===== src/rtl/sevenseg_pkg.sv =====
// Shared types and constants for the seven-segment scan controller:
// scan FSM states, active-low segment patterns and a digit-count range check.
package sevenseg_pkg;

    typedef enum logic {
        BLANK = 1'b0,
        DRIVE = 1'b1
    } scan_state_t;

    localparam logic [6:0] SEG_OFF = 7'h7F;

    // Index n holds the {g,f,e,d,c,b,a} active-low pattern for hex digit n.
    localparam logic [15:0][6:0] SEG_DECODE = {
        7'h0E, 7'h06, 7'h21, 7'h46, 7'h03, 7'h08, 7'h10, 7'h00,
        7'h78, 7'h02, 7'h12, 7'h19, 7'h30, 7'h24, 7'h79, 7'h40
    };

    function automatic bit num_digits_ok(input int n);
        return (n >= 2) && (n <= 8);
    endfunction

endpackage


===== src/rtl/sevenseg_hex_decoder.sv =====
// Combinational hex nibble to active-low seven-segment pattern.
module sevenseg_hex_decoder
    import sevenseg_pkg::*;
(
    input  logic [3:0] nibble,
    output logic [6:0] seg
);

    assign seg = SEG_DECODE[nibble];

endmodule


===== src/rtl/sevenseg_scan_controller.sv =====
// Multiplexed seven-segment scan with anti-ghost blank gap and frame-atomic
// shadow update. Optional blinking is built when SEVENSEG_BLINK_EN is defined.
module sevenseg_scan_controller
    import sevenseg_pkg::*;
#(
    parameter int NUM_DIGITS   = 4,
    parameter int BLANK_CYCLES = 2
) (
    input  logic                    clk,
    input  logic                    rst,
    input  logic                    scan_en,
`ifdef SEVENSEG_BLINK_EN
    input  logic                    tick_1hz,
    input  logic [NUM_DIGITS-1:0]   blink_mask,
`endif
    input  logic [4*NUM_DIGITS-1:0] digits_in,
    input  logic [NUM_DIGITS-1:0]   dp_in,
    input  logic [NUM_DIGITS-1:0]   blank_in,
    input  logic                    lz_blank_en,
    input  logic                    upd_req,
    output logic                    upd_ack,
    output logic [NUM_DIGITS-1:0]   an,
    output logic [6:0]              seg,
    output logic                    dp,
    output logic                    frame_start
);

    localparam int              IDX_W    = $clog2(NUM_DIGITS);
    localparam logic [IDX_W-1:0] LAST_IDX = IDX_W'(NUM_DIGITS - 1);
    localparam logic [7:0]      GAP_LAST = 8'(BLANK_CYCLES - 1);

    if (!num_digits_ok(NUM_DIGITS)) begin : g_bad_num_digits
        $error("sevenseg_scan_controller: NUM_DIGITS must be in 2..8");
    end

    scan_state_t            state_q, state_d;
    logic [IDX_W-1:0]       idx_q, idx_d;
    logic [7:0]             gap_q, gap_d;
    logic                   boundary;

    logic [NUM_DIGITS-1:0][3:0] nib_q, nib_d;
    logic [NUM_DIGITS-1:0]  sdp_q, sdp_d;
    logic [NUM_DIGITS-1:0]  sblank_q, sblank_d;
    logic [NUM_DIGITS-1:0]  lz_dark;
    logic                   zero_run;
    logic                   dark;
    logic [3:0]             nib_sel;
    logic [6:0]             seg_dec;
    logic [NUM_DIGITS-1:0]  an_d;
    logic [6:0]             seg_d;
    logic                   dp_d;

    // ---------------- scan FSM: state register ----------------
    always_ff @(posedge clk) begin
        if (rst) begin
            state_q <= BLANK;
            idx_q   <= LAST_IDX;
            gap_q   <= '0;
        end else begin
            state_q <= state_d;
            idx_q   <= idx_d;
            gap_q   <= gap_d;
        end
    end

    // ---------------- scan FSM: next state ----------------
    always_comb begin
        state_d = state_q;
        idx_d   = idx_q;
        gap_d   = gap_q;
        case (state_q)
            BLANK: begin
                if (gap_q == GAP_LAST) begin
                    state_d = DRIVE;
                    idx_d   = (idx_q == LAST_IDX) ? '0 : idx_q + IDX_W'(1);
                end else begin
                    gap_d = gap_q + 8'd1;
                end
            end
            DRIVE: begin
                if (scan_en) begin
                    state_d = BLANK;
                    gap_d   = '0;
                end
            end
            default: state_d = BLANK;
        endcase
    end

    assign boundary = (state_q == BLANK) && (gap_q == GAP_LAST) && (idx_q == LAST_IDX);

    // The ack is a Mealy term so the requester sees it in the very cycle the
    // shadows capture; reset masks it so a pending request is never acked.
    assign upd_ack = boundary & upd_req & ~rst;

    // ---------------- shadow registers ----------------
    always_comb begin
        nib_d    = nib_q;
        sdp_d    = sdp_q;
        sblank_d = sblank_q;
        if (upd_ack) begin
            nib_d    = digits_in;
            sdp_d    = dp_in;
            sblank_d = blank_in;
        end
    end

    always_ff @(posedge clk) begin
        if (rst) begin
            nib_q    <= '0;
            sdp_q    <= '0;
            sblank_q <= '1;
        end else begin
            nib_q    <= nib_d;
            sdp_q    <= sdp_d;
            sblank_q <= sblank_d;
        end
    end

`ifdef SEVENSEG_BLINK_EN
    logic                  phase_q, phase_d;
    logic [NUM_DIGITS-1:0] sblink_q, sblink_d;

    assign phase_d  = phase_q ^ tick_1hz;
    assign sblink_d = upd_ack ? blink_mask : sblink_q;

    always_ff @(posedge clk) begin
        if (rst) begin
            phase_q  <= 1'b0;
            sblink_q <= '0;
        end else begin
            phase_q  <= phase_d;
            sblink_q <= sblink_d;
        end
    end
`endif

    // Leading-zero run scanned from the top digit down; digit 0 always shows.
    always_comb begin
        lz_dark  = '0;
        zero_run = 1'b1;
        for (int i = NUM_DIGITS - 1; i >= 1; i--) begin
            zero_run   = zero_run && (nib_d[i] == 4'h0);
            lz_dark[i] = lz_blank_en && zero_run;
        end
    end

    // ---------------- output decode ----------------
    // Outputs are built from next-state and next-shadow values so the
    // registered anode and its segment data always switch on the same edge.
    assign nib_sel = nib_d[idx_d];

    sevenseg_hex_decoder u_dec (
        .nibble (nib_sel),
        .seg    (seg_dec)
    );

`ifdef SEVENSEG_BLINK_EN
    assign dark = sblank_d[idx_d] | lz_dark[idx_d] | (phase_d & sblink_d[idx_d]);
`else
    assign dark = sblank_d[idx_d] | lz_dark[idx_d];
`endif

    always_comb begin
        an_d  = '1;
        seg_d = SEG_OFF;
        dp_d  = 1'b1;
        if (state_d == DRIVE) begin
            an_d[idx_d] = 1'b0;
            if (!dark) begin
                seg_d = seg_dec;
                dp_d  = ~sdp_d[idx_d];
            end
        end
    end

    always_ff @(posedge clk) begin
        if (rst) begin
            an          <= '1;
            seg         <= SEG_OFF;
            dp          <= 1'b1;
            frame_start <= 1'b0;
        end else begin
            an          <= an_d;
            seg         <= seg_d;
            dp          <= dp_d;
            frame_start <= boundary;
        end
    end

endmodule


===== config.mk =====
export PLATFORM = sky130hd
export DESIGN_NAME = sevenseg_scan_controller
export DESIGN_NICKNAME = d
export VERILOG_FILES = /design/src/rtl/sevenseg_pkg.sv /design/src/rtl/sevenseg_hex_decoder.sv /design/src/rtl/sevenseg_scan_controller.sv
export SDC_FILE = /design/constraint.sdc
export NUM_CORES = 1
export LEC_CHECK = 0
export CORE_UTILIZATION = 40
export CTS_CLUSTER_SIZE = 20
export DETAILED_ROUTE_END_ITERATION = 10
export SYNTH_ARGS = -nofsm -noshare
export SYNTH_HDL_FRONTEND = slang
export SYNTH_SLANG_ARGS = --single-unit

===== constraint.sdc =====
create_clock -name clk -period 6.54 [get_ports clk]
set_input_delay 1.308 -clock clk [delete_from_list [all_inputs] [get_ports clk]]
set_output_delay 1.308 -clock clk [all_outputs]
set_load 0.05 [all_outputs]

==> impl_metrics.tcl, run 1 <==
set metrics [dict create \
    status "finished clean" \
    critPathKind "input pin to primary output" \
    core-area_mm2 0.00589 \
    peakVddDrop_mv 0.189 \
    start_util_pct 41.3 \
    cts_setup_buffers 0 \
    setup_viol_count_final 0 \
    fp.dieH_um 80 \
    grt_pass1_wl_um 9630 \
    gp_congestion 0.796 \
    cp.arrival_ns 3.30 \
    gr-total-overflow 0 \
    comb_power_share_pct 44.6 \
    drv_slew 0 \
    syn_nets 309 \
    most-common-layout-cells "dfxtp_1, clkdlybuf4s50_1, nand2_1" \
    syn2layout_area_growth_pct 25.4 \
    crit_required_ns 5.23 \
    drtIter0Drc 210 \
    ys_types 48 \
    endpoint_kind "primary output" \
    die_x_um 80 \
    clk_path_buf_depth 2 \
    cts_sinks 48 \
    path_buf_inv 5 \
    grt_max_degree 35 \
    powerDensity_mw_per_mm2 359 \
    fmax_mhz 217 \
    postCtsHoldBufs 0 \
    cp_max_fo 34 \
    drt_pass1_iterations 4 \
    crit_path_max_incr_delay_ns 0.44 \
    skew_ns 0.00744 \
    rsz0062_at_grt "false" \
    vias 2150 \
    mostFrequentLayoutCell "dfxtp_1" \
    r2r-start "gap_q[0]" \
    hold_viol 0 \
    slew_headroom_pct 46.7 \
    ant_nets 0 \
    postSynthRegisterBits 48 \
    cts_max_level 2 \
    cp_common_cell "buf_4" \
    hp-class "flop to flop" \
    power.switching_mw 0.436 \
    synth-edff-count 0 \
    finalCritPeriodShare_pct 70.5 \
    drc_errors 0 \
    routed_wl_um 5970 \
    antenna_found_initial 0 \
    postCtsResizedCells 0 \
    hp-start "sdp_q[3]" \
    drv_cap 0 \
    worst_setup_path_start_kind "input pin" \
    synth_area_per_cell_um2 8.98 \
    power_leakage_nw 1.18 \
    rows 28 \
    die_area_mm2 0.00640 \
    power_frac_seq_pct 32.7 \
    synth_area_mm2 0.00243 \
    hpwl_um 4270 \
    syn_inst 271 \
    ys.flop_type "dfxtp_1" \
    num-nets-final 349 \
    grt_pass1_vias 2007 \
    p_clk_share_pct 22.7 \
    grt_usage_pct 19.7 \
    n_antenna_cell 0 \
    regArea_um2 961 \
    hold_ws_ns 0.453 \
    path_clk_slew_ns 0.08 \
    ys.warnings.count 0 \
    ios 43 \
    tightest_slew_ns 0.788 \
    fin_crit_ns 4.61 \
    wl_per_cell_um 15.5 \
    cts_made_buffers 5 \
    vias_per_cell 5.57 \
    startpoint "rst" \
    worstPathCellList "clkdlybuf4s50_1 -> buf_4 -> and3b_1 -> nand3_1 -> buf_4 -> inv_1 -> buf_4" \
    drive_gt1_share_pct 7.72 \
    fillers 568 \
    ys_seq_area_share_pct 39.5 \
    clkLatencyLatePin_ns 0.30 \
    p_sw_share_pct 39.8 \
    multi_input_area_mm2 0.00139 \
    cp_top_family "buffers and inverters" \
    portBuffers 42 \
    p_int_mw 0.661 \
    finalSetupTns_ns 0 \
    cts_tree "done" \
    cts-root-buf "clkbuf_8" \
    ys_async_sr_fraction_pct 0 \
    slowest_stage "and3b_1" \
]
==> metal layers <==
metal	share of wire [%]	up-vias	GRT usage (%)
li1	-	1090	-
met5	0	-	0
met2	45	66	30.5
met3	6.0	5	4.23
met4	1.1	0	4.82
met1	48	989	27.6
==> metrics by stage <==
stage	total power, mW	setup WS [ns]	cell area [um^2]	std cells	utilization, %
2_1_floorplan	0.718	2.44	2430	271	-
3_3_place_gp	0.849	1.74	2920	379	49.7
3_5_place_dp	0.850	1.66	2920	379	49.7
4_1_cts	1.10	1.92	3050	386	51.9
5_1_grt	1.17	1.59	3050	386	51.9
6_report	1.10	1.93	3050	386	51.9
==> power by group through the flow <==
stage          Sequential (mW)  Clock [mW]  Combinational [mW]
3_5_place_dp             0.364           0               0.485
4_1_cts                  0.359       0.254               0.488
5_1_grt                  0.365       0.264               0.540
6_report                 0.359       0.249               0.489
2_1_floorplan            0.409           0               0.309
3_3_place_gp             0.365           0               0.483
==> cell type report <==
type	instances	share of cell area, %
Sequential cell	48	31.5
Multi-Input combinational cell	202	45.6
Clock buffer	5	2.25
Timing Repair Buffer	46	14.7
Inverter	8	0.984
Tap cell	75	3.07
Clock inverter	2	1.97
==> worst paths after layout <==
kind | to | slack (ns) | cells after the start
worst max-delay path | upd_ack | 1.93 | 7
worst min-delay path | sdp_q[3] | 0.45 | 2
worst max register to register | seg[3] | 2.67 | 12
worst min register to register | sdp_q[3] | 0.45 | 2
==> registers in the layout (all words and copies together), names as in the netlist <==
signal	flops
sblank_q	4
nib_q	16
sdp_q	4
idx_q	2
dp	1
state_q	1
frame_start	1
an	4
gap_q	8
seg	7
==> tightest hold or removal path, cell delays in order, from the launching register on <==
cell	delay, ns
dfxtp_1	0.31
nand2_1	0.05
a21oi_1	0.05
==> synthesized netlist by cell type (6+ instances only) <==
library cell	instances	area share (%)
a22oi_1	9	2.8
mux2i_1	16	6.6
o221ai_1	6	2.2
nor2_1	16	2.5
nand4_1	15	3.9
o21ai_0	8	1.6
ha_1	9	4.6
inv_1	8	1.2
a21oi_1	20	4.1
dfxtp_1	48	39
o31ai_1	10	3.1
nand2_1	23	3.5
nand2b_1	7	1.8
clkbuf_1	7	1.1
==> cell families after synthesis <==
family          synth area share [%]
mux                             7.97
xor+xnor                        1.44
flops                           39.5
simple gates                    23.1
compound gates                  19.5
fa+ha+maj                       4.63
buf+inv                         3.86
Note: power is estimated with default switching activity, not from simulation.
==> run 2: changes to the inputs <==
--- a/config.mk
+++ b/config.mk
@@ -8,6 +8,7 @@
 export CORE_UTILIZATION = 40
 export CTS_CLUSTER_SIZE = 20
 export DETAILED_ROUTE_END_ITERATION = 10
+export PLACE_DENSITY = 0.66
 export SYNTH_ARGS = -nofsm -noshare
 export SYNTH_HDL_FRONTEND = slang
 export SYNTH_SLANG_ARGS = --single-unit
==> constraint.sdc (replaced) <==
create_clock -name clk -period 3.94 [get_ports clk]
set_input_delay 0.788 -clock clk [delete_from_list [all_inputs] [get_ports clk]]
set_output_delay 0.788 -clock clk [all_outputs]
set_load 0.05 [all_outputs]
==> run 2 against run 1 <==
  * Hold slack worse by 0.00051 ns
  * Cell count is 1.6% higher
  * Count of clock-buffer cells in the layout is 2 higher
  * Sequential share of layout area is 0.36 points lower
  * Non-clock buffer count is 5 higher
  * Design area is 1.1% higher
  * Clock power is 24% higher
  * Highest routed layer unchanged
==> impl_metrics.tcl, run 2 (synthesis gave the netlist of run 1 again) <==
set metrics [dict create \
    status "finished clean" \
    largest_reg_flops 16 \
    clk_path_buf_depth 2 \
    n_antenna_cell 0 \
    hp-class "flop to flop" \
    utilization_pct 52.5 \
    crit_path_max_incr_delay_ns 0.75 \
    finalSetupTns_ns 0 \
    rows 28 \
    core-area_mm2 0.00589 \
    total_power_mw 1.75 \
    dp.cells 384 \
    multi_input_area_mm2 0.00140 \
    regMostFlops "nib_q" \
    finalInstanceArea_mm2 0.00309 \
    portBuffers 42 \
    clkLatencyLatePin_ns 0.31 \
    syn2layout_area_growth_pct 26.9 \
    cts_made_buffers 5 \
    setup_viol_count_final 0 \
    grt_pass1_vias 2008 \
    num-nets-final 354 \
    critPathKind "flop to flop" \
    slew_headroom_pct 49.0 \
    routed_wl_um 5980 \
    cp_max_fo 12 \
    wl_per_cell_um 15.2 \
    fp.dieH_um 80 \
    drv_slew 0 \
    vias_per_cell 5.55 \
    die_x_um 80 \
    crit_required_ns 4.19 \
    pre_cts_ws_ns 0.284 \
    hpwl_um 4320 \
    grt_usage_pct 20.2 \
    fmax_mhz 289 \
    finalWorstSetupSlack_ns 0.483 \
    mostFrequentLayoutCell "dfxtp_1" \
    fillers 550 \
    start_util_pct 41.3 \
    tightest_slew_ns 0.743 \
    worst_setup_path_start_kind "flop" \
    skew_ns 0.00850 \
    power_leakage_nw 1.20 \
    reg_top3 "nib_q: 16 flops, gap_q: 8 flops, seg: 7 flops" \
    drc_errors 0 \
    drtIter0Drc 164 \
    regArea_um2 961 \
    antenna_found_initial 0 \
    drive_gt1_share_pct 9.46 \
    slowest_stage "or4_2" \
    hold_ws_ns 0.453 \
    ant_nets 0 \
    peakVddDrop_mv 0.385 \
    postCtsResizedCells 0 \
    cts_setup_buffers 0 \
    cts_sinks 48 \
    cts_tree "done" \
    cp.arrival_ns 3.71 \
    powerDensity_mw_per_mm2 568 \
    path_clk_slew_ns 0.09 \
    drv_cap 0 \
    die_area_mm2 0.00640 \
    path_buf_inv 2 \
    gr-total-overflow 0 \
    rsz0062_at_grt "false" \
    gp_congestion 0.926 \
    fin_crit_ns 3.46 \
    grt_max_degree 34 \
    endpoint_kind "flop" \
    worstPathCellList "ha_1 -> or4b_1 -> or4_2 -> nand2_1 -> nand2_1 -> o311ai_2 -> inv_1 -> ha_1 -> inv_1 -> mux2i_1 -> mux2_2 -> nand2_1" \
    hold_viol 0 \
    postCtsHoldBufs 0 \
    vias 2175 \
    instances_no_fill 392 \
    cts-root-buf "clkbuf_8" \
    drt_pass1_iterations 4 \
    finalCritPeriodShare_pct 87.7 \
    cts_max_level 2 \
    grt_pass1_wl_um 9870 \
    most-common-layout-cells "dfxtp_1, clkdlybuf4s50_1, nand2_1" \
    place_area_mm2 0.00299 \
    cp_top_family "simple AND/OR/NAND/NOR gates" \
    ios 43 \
    cp_common_cell "nand2_1" \
]
==> run 2: cell types whose count changed in the layout (fill, tap and decap cells not counted) <==
cell | previous run | this run
clkbuf_1 | 0 | 1
o311ai_1 | 1 | 0
o311ai_2 | 0 | 1
buf_4 | 5 | 8
buf_12 | 0 | 2
clkbuf_8 | 5 | 6
clkinvlp_4 | 0 | 1
bufinv_16 | 2 | 0
==> run 2: final timing paths <==
check | startpoint | to | slack, ns | cells after the start
setup / recovery | gap_q[0] | seg[3] | 0.48 | 12
hold / removal | sdp_q[3] | sdp_q[3] | 0.45 | 2
setup reg to reg | gap_q[0] | seg[3] | 0.48 | 12
hold reg to reg | sdp_q[3] | sdp_q[3] | 0.45 | 2
==> run 2: layer usage <==
layer	global-route usage, %	part of all wire [%]	up-vias
met4	5.89	1.5	0
met5	0	0	-
met2	30.9	45	57
li1	-	-	1097
met1	28.2	48	1013
met3	4.69	4.9	8
==> run 2: where the power goes <==
part	total [mW]	internal [mW]	switching, mW
registers	0.598	0.550	0.0488
clock network	0.308	0.143	0.165
logic	0.846	0.325	0.521
==> run 2: worst reg2reg max path: cells and delay by family, from the launching register on <==
kind | cells | cell delay [ns]
mux | 2 | 0.34
simple gates | 5 | 1.78
flops | 1 | 0.41
fa+ha+maj | 2 | 0.50
buf+inv | 2 | 0.24
compound gates | 1 | 0.15
==> run 2: layout make-up <==
type | instances | share of cell area (%)
Inverter | 8 | 0.972
Multi-Input combinational cell | 202 | 45.3
Clock inverter | 1 | 0.243
Tap cell | 75 | 3.04
Clock buffer | 7 | 2.80
Sequential cell | 48 | 31.1
Timing Repair Buffer | 51 | 16.5
==> RTL edit (settings of run 1) <==
Change the parameter `NUM_DIGITS` from 4 to 8.
--- a/src/rtl/sevenseg_scan_controller.sv
+++ b/src/rtl/sevenseg_scan_controller.sv
@@ -3,7 +3,7 @@
 module sevenseg_scan_controller
     import sevenseg_pkg::*;
 #(
-    parameter int NUM_DIGITS   = 4,
+    parameter int NUM_DIGITS   = 8,
     parameter int BLANK_CYCLES = 2
 ) (
     input  logic                    clk,
Interface: changed (resized an, blank_in, digits_in and dp_in); port bits go from 43 to 71. The function was not compared with the original's and may differ.
==> RTL edit against run 1 <==
- sequential share of layout area shrank 0.063 points
- critical endpoint unchanged
- highest routed layer unchanged
- sequential power up 61%
- area after synthesis increased by 61%
- design area increased by 61%
- count of clock-buffer cells in the layout up 4
- total power up 92%
- critical path type unchanged
- setup slack got worse by 420 ps
- sequential cell count increased by 29
- wire length rose by 88%
==> RTL edit: results <==
{
  "gr-usage-all-layers_pct": 23.6,
  "multi_input_area_share_pct": 45.5,
  "seq_area_frac_synth_pct": 39.3,
  "cp_max_fo": 58,
  "worstHoldPathType": "flip-flop to flip-flop",
  "grt_max_degree": 59,
  "hpwl_mm": 8.05,
  "use_met2_pct": 35.8,
  "status": "completed",
  "p_sw_share_pct": 45.5,
  "synth.distinct_cells": 67,
  "gp_congestion": 0.890,
  "multi_input_cells": 367,
  "synth_ff_type": "dfxtp_1",
  "clock_area_share_pct": 4.51,
  "synth_nets": 542,
  "grtUsageMet3_pct": 3.88,
  "first_pass_iters": 5,
  "met2_length_mm": 4.91,
  "arrival_ps": 3720,
  "hold_start": "nib_q[3]",
  "via_count": 3746,
  "fillers": 957,
  "crit_slowest_cell": "clkdlybuf4s50_1",
  "inv_count": 9,
  "nClkBuffers": 9,
  "m1WireLength_mm": 5.33,
  "largest_register_ffs": 32,
  "totalWireLength_mm": 11.2,
  "p_leak_uw": 0.00187,
  "p_clk_uw": 405,
  "met1_usage_pct": 32.0,
  "holdWs_ps": 457,
  "seqPwrFrac_pct": 27.4,
  "p_per_area_nw_per_um2": 429,
  "fin_skew_ps": 10.3,
  "seq-cell-share_pct": 31.4,
  "drive_above_1_share_pct": 7.93,
  "grt_first_pass_wirelength_mm": 18.2,
  "clock_latency_ps": 360,
  "htree_levels": 3,
  "r2r_slack_ps": 2250,
  "dp_cells": 655,
  "cpPeakStageDelay_ps": 830,
  "max_slew_margin_pct": 26.3,
  "seq_cells": 77,
  "buffers_excl_clock": 73,
  "yosys-top-cells-count": "nand2_1 (107), dfxtp_1 (77), a21oi_1 (43)",
  "syn_avg_cell_area_um2": 8.18,
  "vdd_drop_max_mv": 0.140,
  "hold_end": "nib_q[3]",
  "ys_top_cells_by_area": "dfxtp_1 (39%), nand2_1 (10%), a21oi_1 (5.5%), ha_1 (3.2%), nor2_1 (3.2%)",
  "via_per_inst": 5.58,
  "bufAreaShareNonClock_pct": 14.6,
  "io_buffers": 70,
  "fin_nets": 600,
  "dr_wl_met3_um": 605
}
## RTL edit: cell count changes after synthesis, moves of 8 or more
cell             run 1  this run
nand2_1             23       107
dfxtp_1             48        77
a21oi_1             20        43
nor2_1              16        33
nand3_1              4        20
clkbuf_1             7        20
nand4_1             15         6
o31ai_1             10         2
## RTL edit: kinds of logic (layout without fill, tap and decap cells)
kind of cell	after synthesis	after routing	synth area share, %
AO/OA/AOI/OAI	114	114	19.9
XOR/XNOR	4	4	0.894
adder cells (fa/ha/maj)	10	10	3.19
buffers and inverters	35	98	3.83
flip-flops	77	77	39.3
multiplexers	19	19	5.14
AND/OR/NAND/NOR	220	220	27.7
## RTL edit: worst max-delay path, delay by kind of cell
family | cells | cell delay, ps
buffers and inverters | 3 | 1480
AND/OR/NAND/NOR | 2 | 920
## RTL edit: through the flow
stage / instance area [um2] / worst slack, ps
after floorplan: 3920 / 1990
after global placement: 4690 / 1420
after detailed placement: 4690 / 1360
after CTS: 4910 / 1480
after global routing: 4910 / 1320
final: 4910 / 1510
